$ cat config.mk
export PLATFORM = sky130hd
export DESIGN_NAME = aclk_display_ctrl_flat
export DESIGN_NICKNAME = d
export VERILOG_FILES = /design/src/rtl/aclk_display_ctrl_if.sv /design/src/rtl/aclk_display_ctrl.sv /design/src/flat_wrapper.sv
export SDC_FILE = /design/constraint.sdc
export NUM_CORES = 1
export LEC_CHECK = 0
export CORE_AREA = 2 2 39 41
export CTS_CLUSTER_SIZE = 10
export DETAILED_ROUTE_END_ITERATION = 10
export DIE_AREA = 0 0 41 43
export SLEW_MARGIN = 15
export SYNTH_ARGS = -nofsm -noshare
export SYNTH_HDL_FRONTEND = slang
export SYNTH_SLANG_ARGS = --single-unit
$ cat constraint.sdc
create_clock -name clock -period 1.65 [get_ports clock]
set_input_delay 0.33 -clock clock [delete_from_list [all_inputs] [get_ports clock]]
set_output_delay 0.33 -clock clock [all_outputs]
set_load 0.03 [all_outputs]
$ cat src/rtl/aclk_display_ctrl_if.sv
// Keypad/button inputs and display-select/load-strobe outputs of the alarm clock display controller.
// Latency: none; a plain bundle of wires with no storage.
// Backpressure: none; every signal is a level or a one-cycle strobe with no handshake.
//
// Port summary:
//   one_second                : 1 Hz single-cycle enable pulse
//   key[3:0]                  : keypad code, NOKEY when idle
//   alarm_button, time_button : button levels
//   show_a, show_new_time     : display source selects
//   load_new_a, load_new_c    : commit strobes
//   shift                     : key-buffer shift strobe
// The master side drives the inputs; the slave side is the controller itself.
interface aclk_display_ctrl_if;
    logic       one_second;
    logic [3:0] key;
    logic       alarm_button;
    logic       time_button;
    logic       show_a;
    logic       show_new_time;
    logic       load_new_a;
    logic       load_new_c;
    logic       shift;

    modport master (
        output one_second, key, alarm_button, time_button,
        input  show_a, show_new_time, load_new_a, load_new_c, shift
    );

    modport slave (
        input  one_second, key, alarm_button, time_button,
        output show_a, show_new_time, load_new_a, load_new_c, shift
    );
endinterface

$ cat src/rtl/aclk_display_ctrl.sv
// Sequencing FSM: turns keypad and button activity into display selects and key/alarm/time load strobes.
// Latency: 1 cycle from a sampled input to the outputs (Moore; outputs decode the state register only).
// Backpressure: none; inputs are sampled every cycle and strobes are exactly one cycle wide.
//
// Ports: clock, reset (synchronous, active-high), bus (aclk_display_ctrl_if.slave).
// Parameters: NOKEY (idle keypad code), TIMEOUT_SEC (1..15 seconds of inactivity in key entry).
// Build option: define ACLK_CTRL_TIMEOUT_EN to build the inactivity timeout; without it,
// key entry is left only through key or button events and one_second is ignored.
module aclk_display_ctrl #(
    parameter logic [3:0]  NOKEY       = 4'd10,
    parameter int unsigned TIMEOUT_SEC = 10
) (
    input  logic                 clock,
    input  logic                 reset,
    aclk_display_ctrl_if.slave   bus
);

    typedef enum logic [2:0] {
        SHOW_TIME        = 3'd0,
        SHOW_ALARM       = 3'd1,
        KEY_STORED       = 3'd2,
        KEY_WAITED       = 3'd3,
        KEY_ENTRY        = 3'd4,
        SET_ALARM_TIME   = 3'd5,
        SET_CURRENT_TIME = 3'd6
    } state_t;

    state_t state;
    state_t state_nxt;
    logic   timeout;
    logic   key_vld;

    assign key_vld = (bus.key != NOKEY);

`ifdef ACLK_CTRL_TIMEOUT_EN
    localparam logic [3:0] TMO_LAST = 4'(TIMEOUT_SEC - 1);

    logic [3:0] sec_cnt;
    logic       in_entry;

    // The window runs only while waiting for key release or the next key;
    // KEY_STORED clears it so every accepted key restarts the full window.
    assign in_entry = (state == KEY_WAITED) || (state == KEY_ENTRY);
    assign timeout  = in_entry && bus.one_second && (sec_cnt == TMO_LAST);

    always_ff @(posedge clock) begin
        if (reset) begin
            sec_cnt <= 4'd0;
        end else if (!in_entry || timeout) begin
            sec_cnt <= 4'd0;
        end else if (bus.one_second) begin
            sec_cnt <= sec_cnt + 4'd1;
        end
    end
`else
    logic       unused_one_second;
    logic [3:0] unused_timeout_cfg;

    assign timeout            = 1'b0;
    assign unused_one_second  = bus.one_second;
    assign unused_timeout_cfg = 4'(TIMEOUT_SEC);
`endif

    always_ff @(posedge clock) begin
        if (reset) begin
            state <= SHOW_TIME;
        end else begin
            state <= state_nxt;
        end
    end

    always_comb begin
        state_nxt         = SHOW_TIME;
        bus.show_a        = 1'b0;
        bus.show_new_time = 1'b0;
        bus.load_new_a    = 1'b0;
        bus.load_new_c    = 1'b0;
        bus.shift         = 1'b0;

        case (state)
            SHOW_TIME: begin
                if (bus.alarm_button) begin
                    state_nxt = SHOW_ALARM;
                end else if (key_vld) begin
                    state_nxt = KEY_STORED;
                end else begin
                    state_nxt = SHOW_TIME;
                end
            end

            SHOW_ALARM: begin
                bus.show_a = 1'b1;
                state_nxt  = bus.alarm_button ? SHOW_ALARM : SHOW_TIME;
            end

            KEY_STORED: begin
                bus.shift         = 1'b1;
                bus.show_new_time = 1'b1;
                state_nxt         = KEY_WAITED;
            end

            // Holding here until release is what keeps one press to one shift;
            // buttons are deliberately ignored while a key is still down.
            KEY_WAITED: begin
                bus.show_new_time = 1'b1;
                if (!key_vld) begin
                    state_nxt = KEY_ENTRY;
                end else if (timeout) begin
                    state_nxt = SHOW_TIME;
                end else begin
                    state_nxt = KEY_WAITED;
                end
            end

            // Alarm outranks time when both buttons arrive together.
            KEY_ENTRY: begin
                bus.show_new_time = 1'b1;
                if (bus.alarm_button) begin
                    state_nxt = SET_ALARM_TIME;
                end else if (bus.time_button) begin
                    state_nxt = SET_CURRENT_TIME;
                end else if (key_vld) begin
                    state_nxt = KEY_STORED;
                end else if (timeout) begin
                    state_nxt = SHOW_TIME;
                end else begin
                    state_nxt = KEY_ENTRY;
                end
            end

            SET_ALARM_TIME: begin
                bus.load_new_a = 1'b1;
                state_nxt      = SHOW_TIME;
            end

            SET_CURRENT_TIME: begin
                bus.load_new_c = 1'b1;
                state_nxt      = SHOW_TIME;
            end

            default: begin
                state_nxt = SHOW_TIME;
            end
        endcase
    end

endmodule

$ cat src/flat_wrapper.sv
// flat-port wrapper written by rule: the top's interface ports become plain ports
module aclk_display_ctrl_flat 
#(
    parameter logic [3:0]  NOKEY       = 4'd10,
    parameter int unsigned TIMEOUT_SEC = 10
)
  (clock, reset, bus_one_second, bus_key, bus_alarm_button, bus_time_button, bus_show_a, bus_show_new_time, bus_load_new_a, bus_load_new_c, bus_shift);
  aclk_display_ctrl_if bus_i ();
  input  logic clock;
  input  logic reset;
  input wire logic [$bits(bus_i.one_second)-1:0] bus_one_second;
  input wire logic [$bits(bus_i.key)-1:0] bus_key;
  input wire logic [$bits(bus_i.alarm_button)-1:0] bus_alarm_button;
  input wire logic [$bits(bus_i.time_button)-1:0] bus_time_button;
  output wire logic [$bits(bus_i.show_a)-1:0] bus_show_a;
  output wire logic [$bits(bus_i.show_new_time)-1:0] bus_show_new_time;
  output wire logic [$bits(bus_i.load_new_a)-1:0] bus_load_new_a;
  output wire logic [$bits(bus_i.load_new_c)-1:0] bus_load_new_c;
  output wire logic [$bits(bus_i.shift)-1:0] bus_shift;
  assign bus_i.one_second = bus_one_second;
  assign bus_i.key = bus_key;
  assign bus_i.alarm_button = bus_alarm_button;
  assign bus_i.time_button = bus_time_button;
  assign bus_show_a = bus_i.show_a;
  assign bus_show_new_time = bus_i.show_new_time;
  assign bus_load_new_a = bus_i.load_new_a;
  assign bus_load_new_c = bus_i.load_new_c;
  assign bus_shift = bus_i.shift;
  aclk_display_ctrl #(.NOKEY(NOKEY), .TIMEOUT_SEC(TIMEOUT_SEC)) u_core (.clock(clock), .reset(reset), .bus(bus_i));
endmodule
==> results.txt, run 1 <==
status: finished clean
fin crit share: 90.6%
worst min path class: flip-flop to flip-flop
root buf cell: clkbuf_4
initial antenna violation count: 0
Synth Area per Inst: 8.09 um2
Slew Viols, Final: 0
Layout Cells excl Fill: 57
WP data required: 1320 ps
Min-Delay Startpoint: u_core.state[1]
H-tree levels: 1
Initial DRC Count: 4
CTS buffer count: 3
Max Clock Skew: 2.41 ps
latest clock arrival within the worst-skew pair: 240 ps
crit path kind: flip-flop to output pin
Reg2Reg Depth: 3
Initial Util: 16.4%
worst r2r dst: u_core.state[1]
worst hold slack: 638 ps
worst-path fanout max: 11
Die Y-Extent: 43 um
WHS Path Cells: 2
Clock power frac: 46.9%
r2r startpoint: u_core.state[2]
Gate power share: 22.0%
final wirelength: 569 um
Worst-Margin Slew: 331 ps
Area contributors post-synth: dfxtp_1, and3b_1, and4bb_4, a2111oi_2, nand2_1
Post-DP HPWL: 410 um
maximum vdd drop: 0.355 mV
register area share after synthesis: 26.5%
reg2reg setup slack: 420 ps
die width: 41 um
Pwr Density: 766 nW/um2
# resized after CTS: 0
Synth Warn #: 0
Reg clk slew, reported paths: 40 ps
final instance area: 372 um2
Mapped Nets: 37
Mapped Area: 226 um2
placed cell count: 53
Final Setup Violations: 0
DRC viols: 0
post-placement cell area: 345 um2
vias in the first global route: 236
Largest Register: u_core.state
#FFs+latches synth: 3
most frequent cells in the layout: clkdlybuf4s50_1, buf_4, nand2_1
Leak Pwr: 0.166 nW
CTS Hold Bufs: 0
largest registers: u_core.state: 3 flops
total power: 285 uW
fraction of layout cells with a size suffix above 1: 29.3%
Setup Buffers After CTS: 0
first-pass GRT wire length: 979 um
Worst EP arrival: 1170 ps
max_cap viols: 0
diodes inserted: 0
FP Rows: 14
fill count: 160
post-synth top area cell: dfxtp_1
Core Region: 1380 um2
Tmin final: 1500 ps
Syn Inst Count: 28
post-synth cell types: 18
Slew Limit Headroom: 77.7%
switching power: 81.9 uW
Placer Congestion: 0.729
Reg power frac: 31.1%
Final Hold Vio Count: 0
clock buffer depth: 2
Final TNS setup: 0 ps
GR Util All Layers: 8.72%
synthesis-to-finish area growth: 64.1%
Sw Ratio: 28.8%
fin nets: 51
Die ar.: 1760 um2
DR pass1 iterations: 4
cell internal pwr: 203 uW
routed length per instance: 9.98 um
CP endpoint kind: output pin
largest net degree at the start of global routing: 12
Via-to-Cell Ratio: 4.51
CTS tree: done
IO Port Bufs: 12
grt ovf: 0
Top-Level Pins: 14
via count: 257
commonest non-fill, non-tap cell in the layout: clkdlybuf4s50_1
max FFs per register: 3
CTS sink cnt: 3
RSZ-0062 raised after global routing: no
DRT antenna net count: 0
CP Launch Type: flip-flop
Hold Path End: u_core.state[2]
Synth top area share: 26.5%
Max Fclk: 0.669 GHz
==> routing by layer <==
layer	share of wire (%)	global-route usage (%)	wire length (um)	vias to the layer above
met4	1.1	4.00	6	0
met3	14	8.38	79	3
met2	43	9.69	243	10
met1	42	10.9	240	117
li1	-	-	-	127
met5	0	0	0	-
==> per-stage QoR <==
| step | setup WS, ps | util (%) |
|---|---|---|
| 4_1_cts | 144 | 26.9 |
| 3_3_place_gp | 71.8 | 25.0 |
| 6_report | 155 | 26.9 |
| 2_1_floorplan | 265 | - |
| 3_5_place_dp | 54.6 | 25.0 |
| 5_1_grt | 13.8 | 26.9 |
==> how the worst max path moves through the flow <==
stage	from	to	slack (ps)
floorplan	u_core.state[0]	bus_show_a	270
global placement	bus_key[2]	u_core.state[1]	70
detailed placement	bus_key[2]	u_core.state[1]	50
CTS	u_core.state[2]	bus_shift	140
global route	u_core.state[2]	bus_show_new_time	10
finish	u_core.state[2]	bus_shift	150
==> power by group through the flow <==
stage / clock network, mW / registers (mW) / logic (mW)
after floorplan: 0 / 0.0798 / 0.0428
after global placement: 0 / 0.0897 / 0.0626
after detailed placement: 0 / 0.0899 / 0.0630
after CTS: 0.139 / 0.0885 / 0.0631
after global routing: 0.151 / 0.0902 / 0.0681
final: 0.133 / 0.0886 / 0.0626
==> critical path, stage by stage (launching register included) <==
cell      delay [ps]
dfxtp_1          490
nand2b_1         200
nor2_1            50
buf_4            180
==> synth_stat cells <==
library cell / count
clkbuf_1: 1
nand4b_1: 1
and4bb_4: 1
a21oi_1: 2
o21ai_0: 2
buf_2: 2
inv_1: 1
dfxtp_1: 3
nand2b_1: 1
o311ai_0: 1
nor3b_1: 1
nand2_1: 4
and3b_1: 2
a211oi_1: 1
a21o_2: 1
o211a_1: 1
a2111oi_2: 1
nor2_1: 2
==> layout make-up <==
cell class / instances / area, um2 / share of cell area, %
Sequential cell: 3 / 60.1 / 16.2
Timing Repair Buffer: 12 / 108 / 29.0
Clock buffer: 4 / 26.3 / 7.07
Inverter: 1 / 3.75 / 1.01
Tap cell: 16 / 20.0 / 5.39
Multi-Input combinational cell: 21 / 154 / 41.4
==> logic make-up after synthesis <==
family	count (synthesis)	share of synthesized area, %
DFF	3	26.5
buffers and inverters	4	7.73
AOI/OAI and AO/OA	9	30.9
and+or+nand+nor	12	34.8
(Power assumes the default switching activity.)
==> run 2, diff against run 1 <==
--- a/config.mk
+++ b/config.mk
@@ -9,6 +9,7 @@
 export CTS_CLUSTER_SIZE = 10
 export DETAILED_ROUTE_END_ITERATION = 10
 export DIE_AREA = 0 0 41 43
+export PLACE_DENSITY = 0.53
 export SLEW_MARGIN = 15
 export SYNTH_ARGS = -nofsm -noshare
 export SYNTH_HDL_FRONTEND = slang
==> run 2 against run 1 <==
Against the previous run: cell count did not move; critical path depth did not move; largest cell class unchanged; sequential cell count did not move; critical endpoint unchanged; clock power shrank 5%.
==> results.txt, run 2 (synthesis results as in run 1) <==
Slew Viols, Final: 0
diodes inserted: 0
root buf cell: clkbuf_4
Die ar.: 1760 um2
CTS Hold Bufs: 0
Top-Level Pins: 14
Sw Ratio: 26.9%
Placer Congestion: 0.703
M1 GR Usage: 8.65%
largest registers: u_core.state: 3 flops
fin nets: 51
Final TNS setup: 0 ps
CTS sink cnt: 3
FP Rows: 14
fin crit share: 89.2%
Reg2Reg Depth: 3
worst min path class: flip-flop to flip-flop
Cell Chain, Critical Path: nand2b_1, nor2_1, buf_4
Max Clock Skew: 1.65 ps
CP max stage cell: dfxtp_1
die width: 41 um
setup ws final: 178 ps
final wirelength: 524 um
CP max stage delay: 490 ps
Clock power frac: 45.7%
WP data required: 1320 ps
Reg power frac: 31.9%
Tmin final: 1470 ps
fill count: 161
Pwr Density: 744 nW/um2
CP Launch Type: flip-flop
Hold Path End: u_core.state[2]
worst r2r dst: u_core.state[1]
largest net degree at the start of global routing: 12
Final Setup Violations: 0
maximum vdd drop: 0.295 mV
latest clock arrival within the worst-skew pair: 230 ps
Initial Util: 16.4%
CTS tree: done
Via-to-Cell Ratio: 4.49
Initial DRC Count: 1
Register Area: 60.1 um2
first-pass GRT wire length: 848 um
initial antenna violation count: 0
clock buffer depth: 2
Max Fclk: 0.679 GHz
DRT antenna net count: 0
Reg clk slew, reported paths: 40 ps
commonest non-fill, non-tap cell in the layout: clkdlybuf4s50_1
vias in the first global route: 220
critical path launch point: u_core.state[2]
WHS Path Cells: 2
post-place setup slack: 89.4 ps
# resized after CTS: 0
crit path kind: flip-flop to output pin
area of the multi-input gates: 154 um2
Leak Pwr: 0.166 nW
CP endpoint kind: output pin
IO Port Bufs: 12
Core Region: 1380 um2
most frequent cells in the layout: clkdlybuf4s50_1, buf_4, nand2_1
Worst EP arrival: 1140 ps
grt ovf: 0
Setup Buffers After CTS: 0
Worst-Margin Slew: 321 ps
worst-path fanout max: 11
DRC viols: 0
Largest Register: u_core.state
CTS buffer count: 3
Gate power share: 22.3%
H-tree levels: 1
GR peak layer: met2
max_cap viols: 0
Min-Delay Startpoint: u_core.state[0]
cell internal pwr: 202 uW
Slew Limit Headroom: 78.6%
synthesis-to-finish area growth: 64.1%
Final Hold Vio Count: 0
switching power: 74.3 uW
RSZ-0062 raised after global routing: no
Die Y-Extent: 43 um
met3 Use GR: 4.19%
reg2reg setup slack: 460 ps
via count: 256
status: finished clean
GR Util met2: 9.06%
DR pass1 iterations: 2
routed length per instance: 9.19 um
max FFs per register: 3
fraction of layout cells with a size suffix above 1: 29.3%
r2r startpoint: u_core.state[2]
GR Util All Layers: 7.02%
==> run 2: layer usage <==
| metal | routed length [um] | vias to the layer above |
|---|---|---|
| met3 | 65 | 0 |
| met2 | 247 | 9 |
| met1 | 211 | 119 |
| met4 | 0 | 0 |
| li1 | - | 128 |
| met5 | 0 | - |
==> run 2: power by group through the flow <==
| stage | sequential, mW | combinational, mW | clock [mW] |
|---|---|---|---|
| finish | 0.0884 | 0.0618 | 0.126 |
| detailed placement | 0.0900 | 0.0624 | 0 |
| global placement | 0.0901 | 0.0628 | 0 |
| floorplan | 0.0798 | 0.0428 | 0 |
| CTS | 0.0888 | 0.0625 | 0.135 |
| global route | 0.0905 | 0.0670 | 0.141 |
==> run 2: how the worst max path moves through the flow <==
stage               depth (start not counted)              end  slack, ps
CTS                                         3        bus_shift        150
detailed placement                          4  u_core.state[0]         90
global route                                3        bus_shift         80
floorplan                                   2       bus_show_a        270
global placement                            4  u_core.state[1]         70
finish                                      3        bus_shift        180
==> run 2: worst max-delay path, delay by kind of cell (launching register included) <==
kind / cells / cell delay [ps]
simple gates: 2 / 250
buf+inv: 1 / 170
flops: 1 / 490
==> run 2: layout make-up <==
type / instances / area share [%]
Sequential cell: 3 / 16.2
Inverter: 1 / 1.01
Multi-Input combinational cell: 21 / 41.4
Tap cell: 16 / 5.39
Timing Repair Buffer: 12 / 29.0
Clock buffer: 4 / 7.07
==> run 2: through the flow <==
| stage | hold WS [ps] | cell area [um2] | util, % | cells | total power [mW] |
|---|---|---|---|---|---|
| after floorplan | 399 | 231 | - | 28 | 0.123 |
| after global placement | 632 | 345 | 25.0 | 53 | 0.153 |
| after detailed placement | 638 | 345 | 25.0 | 53 | 0.152 |
| after CTS | 639 | 372 | 26.9 | 57 | 0.286 |
| after global routing | 680 | 372 | 26.9 | 57 | 0.298 |
| final | 630 | 372 | 26.9 | 57 | 0.277 |
